$ cat config.mk
export PLATFORM = sky130hd
export DESIGN_NAME = stream_rx_buffer
export DESIGN_NICKNAME = d
export VERILOG_FILES = /design/src/rtl/stream_rx_pkg.sv /design/src/rtl/stream_rx_mem.sv /design/src/rtl/stream_rx_buffer.sv
export SDC_FILE = /design/constraint.sdc
export NUM_CORES = 1
export LEC_CHECK = 0
export CAP_MARGIN = 5
export CORE_UTILIZATION = 45
export DETAILED_ROUTE_END_ITERATION = 8
export GPL_TIMING_DRIVEN = 0
export PLACE_DENSITY = 0.66
export SYNTH_ARGS = -nofsm -noshare
export SYNTH_HDL_FRONTEND = slang
export SYNTH_SLANG_ARGS = --single-unit
$ cat constraint.sdc
create_clock -name CLK -period 3.18 [get_ports CLK]
set_clock_uncertainty 0.1 [all_clocks]
set_input_delay 0.636 -clock CLK [delete_from_list [all_inputs] [get_ports CLK]]
set_output_delay 0.636 -clock CLK [all_outputs]
set_load 0.03 [all_outputs]
$ cat src/rtl/stream_rx_pkg.sv
`default_nettype none
// ============================================================================
// Module      : stream_rx_pkg
// Description : Shared constants and helpers for the stream receive buffer.
//               Default geometry, pointer-width helper and the width of the
//               optional dropped-word counter (STREAM_RX_OVF_CNT_EN).
// Revision    : 1.0 - initial release
// ============================================================================
package stream_rx_pkg;

    localparam int DEF_WIDTH     = 10;
    localparam int DEF_DEPTH     = 16;
    localparam int DEF_AF_THRESH = 12;
    localparam int OVF_CNT_W     = 16;

    // Number of bits needed to address 'depth' entries.
    function automatic int ptr_width(input int depth);
        return $clog2(depth);
    endfunction

endpackage : stream_rx_pkg
`default_nettype wire

$ cat src/rtl/stream_rx_mem.sv
`default_nettype none
// ============================================================================
// Module      : stream_rx_mem
// Description : Register-array dual-port memory. One synchronous write port,
//               one asynchronous (combinational) read port. Contents are not
//               reset.
// Ports       : clk_i            clock
//               we_i             write enable
//               waddr_i/wdata_i  write address / data
//               raddr_i          read address
//               rdata_o          read data (combinational from the array)
// Revision    : 1.0 - initial release
// ============================================================================
module stream_rx_mem #(
    parameter int WIDTH = 10,
    parameter int DEPTH = 16,
    parameter int AW    = 4
) (
    input  logic             clk_i,
    input  logic             we_i,
    input  logic [AW-1:0]    waddr_i,
    input  logic [WIDTH-1:0] wdata_i,
    input  logic [AW-1:0]    raddr_i,
    output logic [WIDTH-1:0] rdata_o
);

    logic [WIDTH-1:0] mem_q [DEPTH];

    always_ff @(posedge clk_i) begin
        if (we_i) begin
            mem_q[waddr_i] <= wdata_i;
        end
    end

    assign rdata_o = mem_q[raddr_i];

endmodule : stream_rx_mem
`default_nettype wire

$ cat src/rtl/stream_rx_buffer.sv
`default_nettype none
// ============================================================================
// Module      : stream_rx_buffer
// Description : Circular buffer behind a no-backpressure DIN/DIN_DV stream.
//               Re-issues words first-word-fall-through over DOUT/DOUT_DV/
//               DOUT_RDY, reports fill level, almost-full and a sticky
//               overflow flag for words that arrived while full.
// Ports       : CLK, RST          clock, synchronous active-high reset
//               DIN, DIN_DV       input stream (must be taken or is lost)
//               DOUT, DOUT_DV     head of buffer and its valid
//               DOUT_RDY          downstream ready
//               LEVEL             words held, 0..DEPTH
//               ALMOST_FULL       LEVEL >= AF_THRESH
//               OVERFLOW, OVF_CLR sticky drop flag and its clear
//               OVF_CNT           dropped-word count (only with
//                                 STREAM_RX_OVF_CNT_EN defined)
// Revision    : 1.0 - initial release
// ============================================================================
module stream_rx_buffer
    import stream_rx_pkg::*;
#(
    parameter int WIDTH     = DEF_WIDTH,
    parameter int DEPTH     = DEF_DEPTH,
    parameter int AF_THRESH = DEF_AF_THRESH
) (
    input  logic                            CLK,
    input  logic                            RST,
    input  logic [WIDTH-1:0]                DIN,
    input  logic                            DIN_DV,
    output logic [WIDTH-1:0]                DOUT,
    output logic                            DOUT_DV,
    input  logic                            DOUT_RDY,
    output logic [$clog2(DEPTH):0]          LEVEL,
    output logic                            ALMOST_FULL,
    output logic                            OVERFLOW,
    input  logic                            OVF_CLR
`ifdef STREAM_RX_OVF_CNT_EN
    ,
    output logic [OVF_CNT_W-1:0]            OVF_CNT
`endif
);

    localparam int            AW      = ptr_width(DEPTH);
    localparam int            CW      = AW + 1;
    localparam logic [CW-1:0] C_DEPTH = CW'(DEPTH);
    localparam logic [CW-1:0] C_AF    = CW'(AF_THRESH);
    localparam logic [CW-1:0] C_ONE   = CW'(1);
    localparam logic [AW-1:0] C_PINC  = AW'(1);

    logic [AW-1:0] wr_ptr_q;
    logic [AW-1:0] rd_ptr_q;
    logic [CW-1:0] count_q;
    logic [CW-1:0] count_d;
    logic          ovf_q;

    logic w_full;
    logic w_pop;
    logic w_push;
    logic w_drop;

    assign w_full = (count_q == C_DEPTH);
    assign w_pop  = (count_q != '0) && DOUT_RDY;
    // A pop in the same cycle frees a slot, so a full buffer still accepts.
    assign w_push = DIN_DV && (!w_full || w_pop);
    assign w_drop = DIN_DV && w_full && !w_pop;

    always_comb begin
        count_d = count_q;
        if (w_push && !w_pop) begin
            count_d = count_q + C_ONE;
        end else if (w_pop && !w_push) begin
            count_d = count_q - C_ONE;
        end
    end

    always_ff @(posedge CLK) begin
        if (RST) begin
            wr_ptr_q <= '0;
            rd_ptr_q <= '0;
            count_q  <= '0;
            ovf_q    <= 1'b0;
        end else begin
            count_q <= count_d;
            if (w_push) begin
                wr_ptr_q <= wr_ptr_q + C_PINC;
            end
            if (w_pop) begin
                rd_ptr_q <= rd_ptr_q + C_PINC;
            end
            // A drop in the same cycle as a clear keeps the flag set.
            if (w_drop) begin
                ovf_q <= 1'b1;
            end else if (OVF_CLR) begin
                ovf_q <= 1'b0;
            end
        end
    end

    stream_rx_mem #(
        .WIDTH (WIDTH),
        .DEPTH (DEPTH),
        .AW    (AW)
    ) u_mem (
        .clk_i   (CLK),
        .we_i    (w_push),
        .waddr_i (wr_ptr_q),
        .wdata_i (DIN),
        .raddr_i (rd_ptr_q),
        .rdata_o (DOUT)
    );

    assign DOUT_DV     = (count_q != '0);
    assign LEVEL       = count_q;
    assign ALMOST_FULL = (count_q >= C_AF);
    assign OVERFLOW    = ovf_q;

`ifdef STREAM_RX_OVF_CNT_EN
    logic [OVF_CNT_W-1:0] ovf_cnt_q;

    always_ff @(posedge CLK) begin
        if (RST) begin
            ovf_cnt_q <= '0;
        end else if (w_drop) begin
            // Clear plus drop leaves exactly the one new drop counted.
            if (OVF_CLR) begin
                ovf_cnt_q <= OVF_CNT_W'(1);
            end else if (ovf_cnt_q != '1) begin
                ovf_cnt_q <= ovf_cnt_q + OVF_CNT_W'(1);
            end
        end else if (OVF_CLR) begin
            ovf_cnt_q <= '0;
        end
    end

    assign OVF_CNT = ovf_cnt_q;
`endif

endmodule : stream_rx_buffer
`default_nettype wire

==> flow_summary_export.csv <==
group,metric,value,unit
logic_synthesis,syn_nets,395,
route,drcViolationCount,0,
layout,fin_area,0.00825,sq mm
setup_path,crit_path_max_fanout,9,
clock_network,numCtsBuffers,17,
sta,drv_slew,0,
setup_path,crit_chain,"or4_4, buf_6, or2_2, clkdlybuf4s50_1",
clock_network,cts_setup_buffers,0,
place,port_buffers,30,
die,io_pins,33,
grt,grt_max_degree,17,
place,gp_congestion,0.776,
sta,slew_headroom,26.6,%
die,die-area,0.0161,sq mm
grt,grt.total_usage,18.6,%
logic_synthesis,synth_area,0.00703,sq mm
clock_network,cts.sinks,178,
sta,finalHoldViolations,0,
logic_synthesis,ys_warn_count,0,
run_status,outcome,"completed",
route,drt-initial-drc-count,393,
route,routed_wl,13700,microns
route,viasPerCell,5.65,
logic_synthesis,syn_avg_cell_area,19.0,sq um
clock_network,cts.clk_slew.worst_paths,0.06,ns
grt,grt_pass1_vias,3648,
setup_path,cp_data_arrival_time,2.37,ns
logic_synthesis,synth-seq-cells,178,
layout,syn2layout_area_growth,17.4,%
clock_network,htreeDepth,4,
clock_network,clock_latency,0.42,ns
logic_synthesis,yosys.area.top_type,"edfxtp_1",
layout,utilization,54.3,%
sta,fin_crit_sh,97.5,%
place,dp_hpwl,8740,microns
setup_path,critPathSlowestCell,"clkdlybuf4s50_1",
layout,drive_above_1_share,24.4,%
power,power_density,785,mW/mm^2
clock_network,cts-root-buf,"clkbuf_16",
clock_network,tritoncts,"done",
power,max-vdd-ir-drop,418,uV
worst_hold_path,hold_path.class,"reg -> reg",
setup_path,max_stage_delay,0.59,ns
logic_synthesis,yosysSeqAreaShare,73.5,%
route,wl_per_cell,22.1,microns
sta,max_freq,322,MHz
die,die_y,127,microns
grt,grt_pass1_wl,21100,microns
route,via_count,3496,
die,die_w,127,microns
setup_path,path_class,"reg -> out",
layout,diodes,0,
place,dp_cells,588,
power,leakage,2.71,nW
layout,fillers,1196,
logic_synthesis,yosysMostFrequentCell,"edfxtp_1",
setup_path,startpoint_type,"register",
logic_synthesis,synth-main-ff-cell,"edfxtp_1",
logic_synthesis,synth_common_cells,"edfxtp_1 (160), mux4_2 (40), nor2_1 (34), a22oi_1 (20), dfxtp_1 (18)",
place,placed_cell_area,0.00759,sq mm
setup_path,cp.required,2.44,ns
logic_synthesis,synth_edf_count,160,
logic_synthesis,synthArstFlopShare,0,%
die,start_util,46.2,%
grt,antenna_found_initial,0,
clock_network,cts_buffer_depth,2,
logic_synthesis,yosysTopAreaCellShare,68.3,%
logic_synthesis,synthDistinctLibCells,38,
sta,setup_viol,0,
grt,grt-ovfl-total,0,
sta,rsz0062_at_grt,"no",
layout,final_cells,619,
run,max_cap_violations,0,
logic_synthesis,synthCells,370,
setup_path,cp-end-kind,"primary output",
die,rows,45,
sta,layout_min_cycle_time,3.10,ns
route,antenna_left,0,
layout,fin_nets,443,
sta,tightest_slew,1.10,ns
route,drtPass1Iterations,6,
logic_synthesis,synthTopCellsByArea,"edfxtp_1 (68%), mux4_2 (13%), dfxtp_1 (5.1%)",
sta,setup-tns-final,0,ns
die,fp.coreArea,0.0152,sq mm
==> logic make-up after synthesis <==
group,count (synthesis),synth area share [%]
muxes,43,13.3
AOI/OAI and AO/OA,34,3.77
buffers and inverters,25,1.62
DFF,178,73.5
and+or+nand+nor,72,5.00
xor gates and xnor gates,8,0.997
adders and majority gates,10,1.89
==> cells in the final DEF (no fill, tap or decap), types with 4 or more instances in the layout <==
cell type and n:
ha_1 9, clkbuf_16 20, clkbuf_8 5, inv_1 6
dlygate4sd2_1 10, mux4_2 40, dfxtp_1 17, a21oi_1 6
clkdlybuf4s50_1 20, a22oi_1 13, clkbuf_2 4, nand2_1 13
nor3_2 4, buf_6 6, nor2b_1 4, clkinv_2 4
clkbuf_1 6, edfxtp_1 160, xor2_1 7, a22oi_2 7
nor2_1 34
==> layer usage <==
layer | wire length, microns | track usage, % | up-vias | part of all wire, %
li1 | - | - | 1574 | -
met1 | 5850 | 25.0 | 1802 | 43
met2 | 6760 | 29.6 | 109 | 49
met3 | 811 | 4.06 | 11 | 5.9
met4 | 231 | 8.05 | 0 | 1.7
met5 | 0 | 0 | - | 0
==> metrics by stage <==
step | power, mW | hold slack (ns) | setup slack, ns
after floorplan | 3.93 | 0.377 | 0.153
after global placement | 4.44 | 0.399 | -0.376
after detailed placement | 4.47 | 0.410 | -0.375
after CTS | 6.53 | 0.419 | 0.0132
after global routing | 6.76 | 0.447 | 0.0153
final | 6.48 | 0.418 | 0.0785
==> state kept, by name, indices dropped and copies added, names as in the netlist, named ones only <==
register     cells
u_mem.mem_q    160
LEVEL            5
rd_ptr_q         4
wr_ptr_q         4
OVERFLOW         1
==> worst paths after layout <==
path,start,to,slack [ns],cells past startpoint
worst min-delay path,wr_ptr_q[1]$_SDFFE_PP0P_,wr_ptr_q[1]$_SDFFE_PP0P_,0.42,2
worst max register to register,LEVEL[0]$_SDFFE_PP0P_,LEVEL[4]$_SDFFE_PP0P_,0.10,10
worst min register to register,wr_ptr_q[1]$_SDFFE_PP0P_,wr_ptr_q[1]$_SDFFE_PP0P_,0.42,2
worst max-delay path,LEVEL[0]$_SDFFE_PP0P_,DOUT_DV,0.08,4
==> final cells by class <==
type | count | area [sq um] | share of cell area, %
flip-flops and latches | 178 | 5170 | 62.6
well taps | 188 | 235 | 2.85
clock buffers | 26 | 573 | 6.94
plain buffers | 18 | 118 | 1.42
repair buffers | 30 | 288 | 3.49
clock inverters | 6 | 35.0 | 0.424
multi-input cells | 167 | 1820 | 22.0
inverters | 6 | 22.5 | 0.273
==> worst max-delay path: cells and delay by family, from the launching register on <==
family / cells / cell delay (ns)
AND/OR/NAND/NOR: 2 / 0.82
buffers and inverters: 2 / 0.75
flip-flops: 1 / 0.36
==> power by group <==
group          internal [mW]  switching (mW)  total [mW]  leakage [nW]
clock                   1.24           0.819        2.06         0.308
combinational          0.775           0.919        1.69         0.813
sequential              2.65          0.0765        2.72          1.59
==> what timing repair did <==
action                     in CTS  in global routing
pin swaps                       0                  0
resized for setup              28                  4
hold buffers                    0                  0
setup endpoints to repair      10                  3
Note: power is estimated with default switching activity, not from simulation.
